`config.mk`:
```
export PLATFORM = sky130hd
export DESIGN_NAME = ex_operand_stage
export DESIGN_NICKNAME = d
export VERILOG_FILES = /design/src/rtl/alu_pkg.sv /design/src/rtl/alu_ctrl_decode.sv /design/src/rtl/ex_operand_stage.sv
export SDC_FILE = /design/constraint.sdc
export NUM_CORES = 1
export LEC_CHECK = 0
export ABC_AREA = 1
export CAP_MARGIN = 20
export CORE_MARGIN = 10
export CORE_UTILIZATION = 35
export DETAILED_ROUTE_END_ITERATION = 16
export HOLD_SLACK_MARGIN = 0.05
export PLACE_DENSITY = 0.65
export SETUP_SLACK_MARGIN = 0.1
export SKIP_CTS_REPAIR_TIMING = 1
export SLEW_MARGIN = 20
export SYNTH_ARGS = -nofsm -noshare
export SYNTH_HDL_FRONTEND = slang
export SYNTH_SLANG_ARGS = --single-unit
```
`constraint.sdc`:
```
create_clock -name Clk -period 1.85 [get_ports Clk]
set_input_delay 0.37 -clock Clk [delete_from_list [all_inputs] [get_ports Clk]]
set_output_delay 0.37 -clock Clk [all_outputs]
set_load 0.01 [all_outputs]
```
`src/rtl/alu_pkg.sv`:
```
// Shared ALU control encodings: ALU select codes, ALUOp field values and R-type funct constants.
package alu_pkg;

  localparam logic [3:0] SEL_AND = 4'd0;
  localparam logic [3:0] SEL_OR  = 4'd1;
  localparam logic [3:0] SEL_ADD = 4'd2;
  localparam logic [3:0] SEL_SUB = 4'd6;
  localparam logic [3:0] SEL_SLT = 4'd7;
  localparam logic [3:0] SEL_NOR = 4'd12;
  localparam logic [3:0] SEL_ILL = 4'd15;

  typedef enum logic [1:0] {
    ALUOP_ADD   = 2'b00,
    ALUOP_SUB   = 2'b01,
    ALUOP_RTYPE = 2'b10,
    ALUOP_OR    = 2'b11
  } alu_op_e;

  localparam logic [5:0] FUNCT_ADD = 6'h20;
  localparam logic [5:0] FUNCT_SUB = 6'h22;
  localparam logic [5:0] FUNCT_AND = 6'h24;
  localparam logic [5:0] FUNCT_OR  = 6'h25;
  localparam logic [5:0] FUNCT_SLT = 6'h2A;
  localparam logic [5:0] FUNCT_NOR = 6'h27;

endpackage

```
`src/rtl/alu_ctrl_decode.sv`:
```
// Combinational ALU control: ALUOp + funct -> ALU select code and illegal-op flag.
module alu_ctrl_decode
  import alu_pkg::*;
(
  input  logic [1:0] alu_op_i,
  input  logic [5:0] funct_i,
  output logic [3:0] sel_o,
  output logic       illegal_o
);

  always_comb begin
    sel_o     = SEL_ILL;
    illegal_o = 1'b0;
    case (alu_op_e'(alu_op_i))
      ALUOP_ADD: sel_o = SEL_ADD;
      ALUOP_SUB: sel_o = SEL_SUB;
      ALUOP_OR:  sel_o = SEL_OR;
      ALUOP_RTYPE: begin
        case (funct_i)
          FUNCT_ADD: sel_o = SEL_ADD;
          FUNCT_SUB: sel_o = SEL_SUB;
          FUNCT_AND: sel_o = SEL_AND;
          FUNCT_OR:  sel_o = SEL_OR;
          FUNCT_SLT: sel_o = SEL_SLT;
          FUNCT_NOR: sel_o = SEL_NOR;
          default: begin
            sel_o     = SEL_ILL;
            illegal_o = 1'b1;
          end
        endcase
      end
      default: sel_o = SEL_ILL;
    endcase
  end

endmodule

```
`src/rtl/ex_operand_stage.sv`:
```
// ID/EX operand stage: one-slot skid holding decoded ALU control and operands,
// with EX/MEM and MEM/WB forwarding applied combinationally on the held slot.
module ex_operand_stage
  import alu_pkg::*;
#(
  parameter int WIDTH = 32,
  parameter int REGW  = 5
) (
  input  logic             Clk,
  input  logic             Rst_n,
  input  logic             IdValid,
  output logic             IdReady,
  input  logic [1:0]       IdAluOp,
  input  logic [5:0]       IdFunct,
  input  logic             IdAluSrc,
  input  logic [REGW-1:0]  IdRs,
  input  logic [REGW-1:0]  IdRt,
  input  logic [WIDTH-1:0] IdRsData,
  input  logic [WIDTH-1:0] IdRtData,
  input  logic [WIDTH-1:0] IdImm,
  input  logic             Flush,
  input  logic             MemRegWrite,
  input  logic             WbRegWrite,
  input  logic [REGW-1:0]  MemRd,
  input  logic [REGW-1:0]  WbRd,
  input  logic [WIDTH-1:0] MemResult,
  input  logic [WIDTH-1:0] WbResult,
  output logic             ExValid,
  input  logic             ExReady,
  output logic [3:0]       Sel,
  output logic [WIDTH-1:0] DataIn1,
  output logic [WIDTH-1:0] DataIn2,
  output logic             IllegalOp
);

  logic             valid_q,  valid_d;
  logic [3:0]       sel_q,    sel_d;
  logic             ill_q,    ill_d;
  logic             alusrc_q, alusrc_d;
  logic [REGW-1:0]  rs_q,     rs_d;
  logic [REGW-1:0]  rt_q,     rt_d;
  logic [WIDTH-1:0] rsval_q,  rsval_d;
  logic [WIDTH-1:0] rtval_q,  rtval_d;
  logic [WIDTH-1:0] imm_q,    imm_d;

  logic [3:0]       dec_sel;
  logic             dec_ill;
  logic [WIDTH-1:0] rs_fwd;
  logic [WIDTH-1:0] rt_fwd;
  logic             accept;
  logic             consume;
  logic             stall;

  alu_ctrl_decode u_dec (
    .alu_op_i  (IdAluOp),
    .funct_i   (IdFunct),
    .sel_o     (dec_sel),
    .illegal_o (dec_ill)
  );

  // MEM is the younger producer, so it wins over WB; register 0 never forwards.
  always_comb begin
    rs_fwd = rsval_q;
    if (MemRegWrite && (MemRd == rs_q) && (rs_q != '0))
      rs_fwd = MemResult;
    else if (WbRegWrite && (WbRd == rs_q) && (rs_q != '0))
      rs_fwd = WbResult;
  end

  always_comb begin
    rt_fwd = rtval_q;
    if (MemRegWrite && (MemRd == rt_q) && (rt_q != '0))
      rt_fwd = MemResult;
    else if (WbRegWrite && (WbRd == rt_q) && (rt_q != '0))
      rt_fwd = WbResult;
  end

  assign IdReady = !valid_q || ExReady;
  assign accept  = IdValid && IdReady && !Flush;
  assign consume = valid_q && ExReady;
  assign stall   = valid_q && !ExReady;

  always_comb begin
    valid_d  = valid_q;
    sel_d    = sel_q;
    ill_d    = ill_q;
    alusrc_d = alusrc_q;
    rs_d     = rs_q;
    rt_d     = rt_q;
    rsval_d  = rsval_q;
    rtval_d  = rtval_q;
    imm_d    = imm_q;
    if (Flush) begin
      valid_d  = 1'b0;
      sel_d    = '0;
      ill_d    = 1'b0;
      alusrc_d = 1'b0;
      rs_d     = '0;
      rt_d     = '0;
      rsval_d  = '0;
      rtval_d  = '0;
      imm_d    = '0;
    end else if (accept) begin
      valid_d  = 1'b1;
      sel_d    = dec_sel;
      ill_d    = dec_ill;
      alusrc_d = IdAluSrc;
      rs_d     = IdRs;
      rt_d     = IdRt;
      rsval_d  = IdRsData;
      rtval_d  = IdRtData;
      imm_d    = IdImm;
    end else if (consume) begin
      valid_d = 1'b0;
      ill_d   = 1'b0;
    end else if (stall) begin
      // Capture forwarded values so a producer retiring mid-stall is not lost.
      rsval_d = rs_fwd;
      rtval_d = rt_fwd;
    end
  end

  always_ff @(posedge Clk) begin
    if (!Rst_n) begin
      valid_q  <= 1'b0;
      sel_q    <= '0;
      ill_q    <= 1'b0;
      alusrc_q <= 1'b0;
      rs_q     <= '0;
      rt_q     <= '0;
      rsval_q  <= '0;
      rtval_q  <= '0;
      imm_q    <= '0;
    end else begin
      valid_q  <= valid_d;
      sel_q    <= sel_d;
      ill_q    <= ill_d;
      alusrc_q <= alusrc_d;
      rs_q     <= rs_d;
      rt_q     <= rt_d;
      rsval_q  <= rsval_d;
      rtval_q  <= rtval_d;
      imm_q    <= imm_d;
    end
  end

  assign ExValid   = valid_q;
  assign Sel       = sel_q;
  assign IllegalOp = ill_q;
  assign DataIn1   = rs_fwd;
  assign DataIn2   = alusrc_q ? imm_q : rt_fwd;

endmodule

```
==> results.json <==
{
  "core_mm2": 0.0197,
  "final_cell_mix": "clkdlybuf4s50_1, nand3_1, a21oi_1",
  "ys_seq_elements": 113,
  "fin_nets": 1565,
  "grt_pass1_wl_mm": 45.8,
  "rsz0062_at_grt": "true",
  "rows": 51,
  "yosys.cell_types.count": 28,
  "design_area_mm2": 0.0127,
  "chipHeight_um": 162,
  "finalMaxSlewViolations": 0,
  "syn_to_final_growth_pct": 79.3,
  "fin_ws_ns": -0.618,
  "netlist_area_mm2": 0.00707,
  "via_per_inst": 5.42,
  "slew_headroom": 0.695,
  "cts-buffers-inserted": 17,
  "critPathKind": "flop to output port",
  "syn-num-nets": 1234,
  "grt_max_degree": 42,
  "ios": 267,
  "wire_per_inst_um": 20.3,
  "cts_root_buffer": "clkbuf_16",
  "cts_tree": "done",
  "async_flop_share": 0,
  "firstDrtPassIters": 5,
  "ant_nets": 0,
  "worst_pin_slew_ns": 0.457,
  "antenna_cells": 0,
  "place_area_mm2": 0.0106,
  "hold_class": "flop to flop",
  "maxCapViolCount": 0,
  "finalSetupViolations": 64,
  "synth_cells": 1038,
  "num_vias": 8927,
  "synth-warning-count": 0,
  "peakVddDrop_mv": 0.596,
  "die_x_um": 162,
  "cts_buffer_depth": 2,
  "grt_use_total": 0.216,
  "final_common_cell": "clkdlybuf4s50_1",
  "fin_worst_skew_ns": 0.00664,
  "crit_fanout": 7,
  "drt-initial-drc-count": 623,
  "io_buffer_count": 266,
  "fmax_ghz": 0.405,
  "cp-start-kind": "flop",
  "yosysSeqAreaShare": 0.320,
  "period_share": 1.33,
  "wl_mm": 33.5,
  "grt_pass1_vias": 8240,
  "cp.arrival_ns": 2.10,
  "synth_enable_flop_cells": 0,
  "setup_tns_ns": -35.76,
  "status": "finished, violations left",
  "min_period_ns": 2.47,
  "crit_required_ns": 1.48,
  "end_kind": "output port",
  "synth_flop_cell": "dfxtp_1",
  "hold_viol_final": 0,
  "start_util": 0.360,
  "drive_gt1_frac": 0.337,
  "insertion_delay_ns": 0.41,
  "fill_cells": 1706,
  "violations": "negative setup slack",
  "dieArea_mm2": 0.0263,
  "gp_congestion": 0.877,
  "power_density_mw_per_mm2": 589,
  "power_mw": 7.46,
  "drc": 0,
  "grt_overflow": 0,
  "hpwlAfterDp_mm": 22.0,
  "clock_sinks": 113,
  "h-tree-depth": 4,
  "leakage_nw": 5.31,
  "antenna_found_initial": 0,
  "clkTransAtPathRegs_ns": 0.06,
  "avgSynthCellArea_um2": 6.81
}
-- cell usage after synthesis, drive strengths merged, types with 2 or more instances --
| cell type | count | area share |
|---|---|---|
| and2 | 33 | 0.029 |
| a22oi | 64 | 0.068 |
| nand3 | 265 | 0.20 |
| dfxtp | 113 | 0.32 |
| o21ai | 79 | 0.056 |
| clkbuf | 24 | 0.013 |
| nor2 | 14 | 0.014 |
| o211ai | 2 | 0.0021 |
| nand4 | 6 | 0.0053 |
| o2111ai | 2 | 0.0025 |
| buf | 57 | 0.060 |
| a21oi | 115 | 0.082 |
| inv | 103 | 0.055 |
| nand2 | 158 | 0.087 |
-- worst max-delay path: stages (launching register included) --
cell       delay (ns)
dfxtp_2          0.32
buf_6            0.11
nand2_2          0.04
nand2_1          0.04
inv_1            0.06
nand2_2          0.06
nor2_4           0.14
buf_12           0.14
nand2_8          0.11
clkbuf_16        0.20
nand2_1          0.07
nand3_1          0.09
nand3_1          0.09
o21ai_1          0.08
clkbuf_2         0.14
-- per-stage QoR --
step / hold slack, ns / setup slack, ns / instances / util
5_1_grt: 0.463 / -0.728 / 1647 / 0.645
3_3_place_gp: 0.432 / -1.09 / 1578 / 0.538
3_5_place_dp: 0.436 / -1.08 / 1578 / 0.538
6_report: 0.444 / -0.618 / 1647 / 0.645
2_1_floorplan: 0.424 / 0.155 / 1038 / -
4_1_cts: 0.445 / -1.08 / 1610 / 0.569
-- kinds of logic after synthesis --
kind of cell | after synthesis | share of synthesized area
simple gates | 478 | 0.340
compound gates | 263 | 0.212
flops | 113 | 0.320
buf+inv | 184 | 0.128
-- worst paths after layout --
check | startpoint | end | slack [ns] | cells past startpoint
max | rt_q[3] | DataIn2[12] | -0.62 | 14
max reg2reg | rt_q[3] | rtval_q[8] | 0.11 | 14
min reg2reg | imm_q[31] | imm_q[31] | 0.44 | 2
min | imm_q[31] | imm_q[31] | 0.44 | 2
-- final cells by class --
cell class / instances / area (um^2) / share of cell area
sequential: 113 / 2270 / 0.179
tap: 265 / 332 / 0.0262
timing repair buffer: 393 / 4120 / 0.325
clock buffer: 19 / 443 / 0.0349
inverter: 103 / 404 / 0.0319
clock inverter: 13 / 161 / 0.0127
multi-input combinational: 741 / 4940 / 0.390
-- metal layers --
metal	vias up	track usage	share of wire
met4	0	0.0492	0.019
li1	4252	-	-
met5	-	0	0
met3	56	0.0756	0.095
met1	4196	0.269	0.42
met2	423	0.348	0.47
-- sequential cells by signal (all words and copies together) (netlist names) --
| name | flops |
|---|---|
| Sel | 4 |
| rs_q | 5 |
| rsval_q | 32 |
| imm_q | 32 |
| alusrc_q | 1 |
| rtval_q | 32 |
| rt_q | 5 |
| IllegalOp | 1 |
| ExValid | 1 |
-- power breakdown --
group	total (mW)	internal [mW]	switching (mW)
clock network	3.40	2.15	1.25
registers	2.54	2.50	0.0404
logic	1.52	0.797	0.721
No activity file was read; power rests on OpenSTA's default activity.
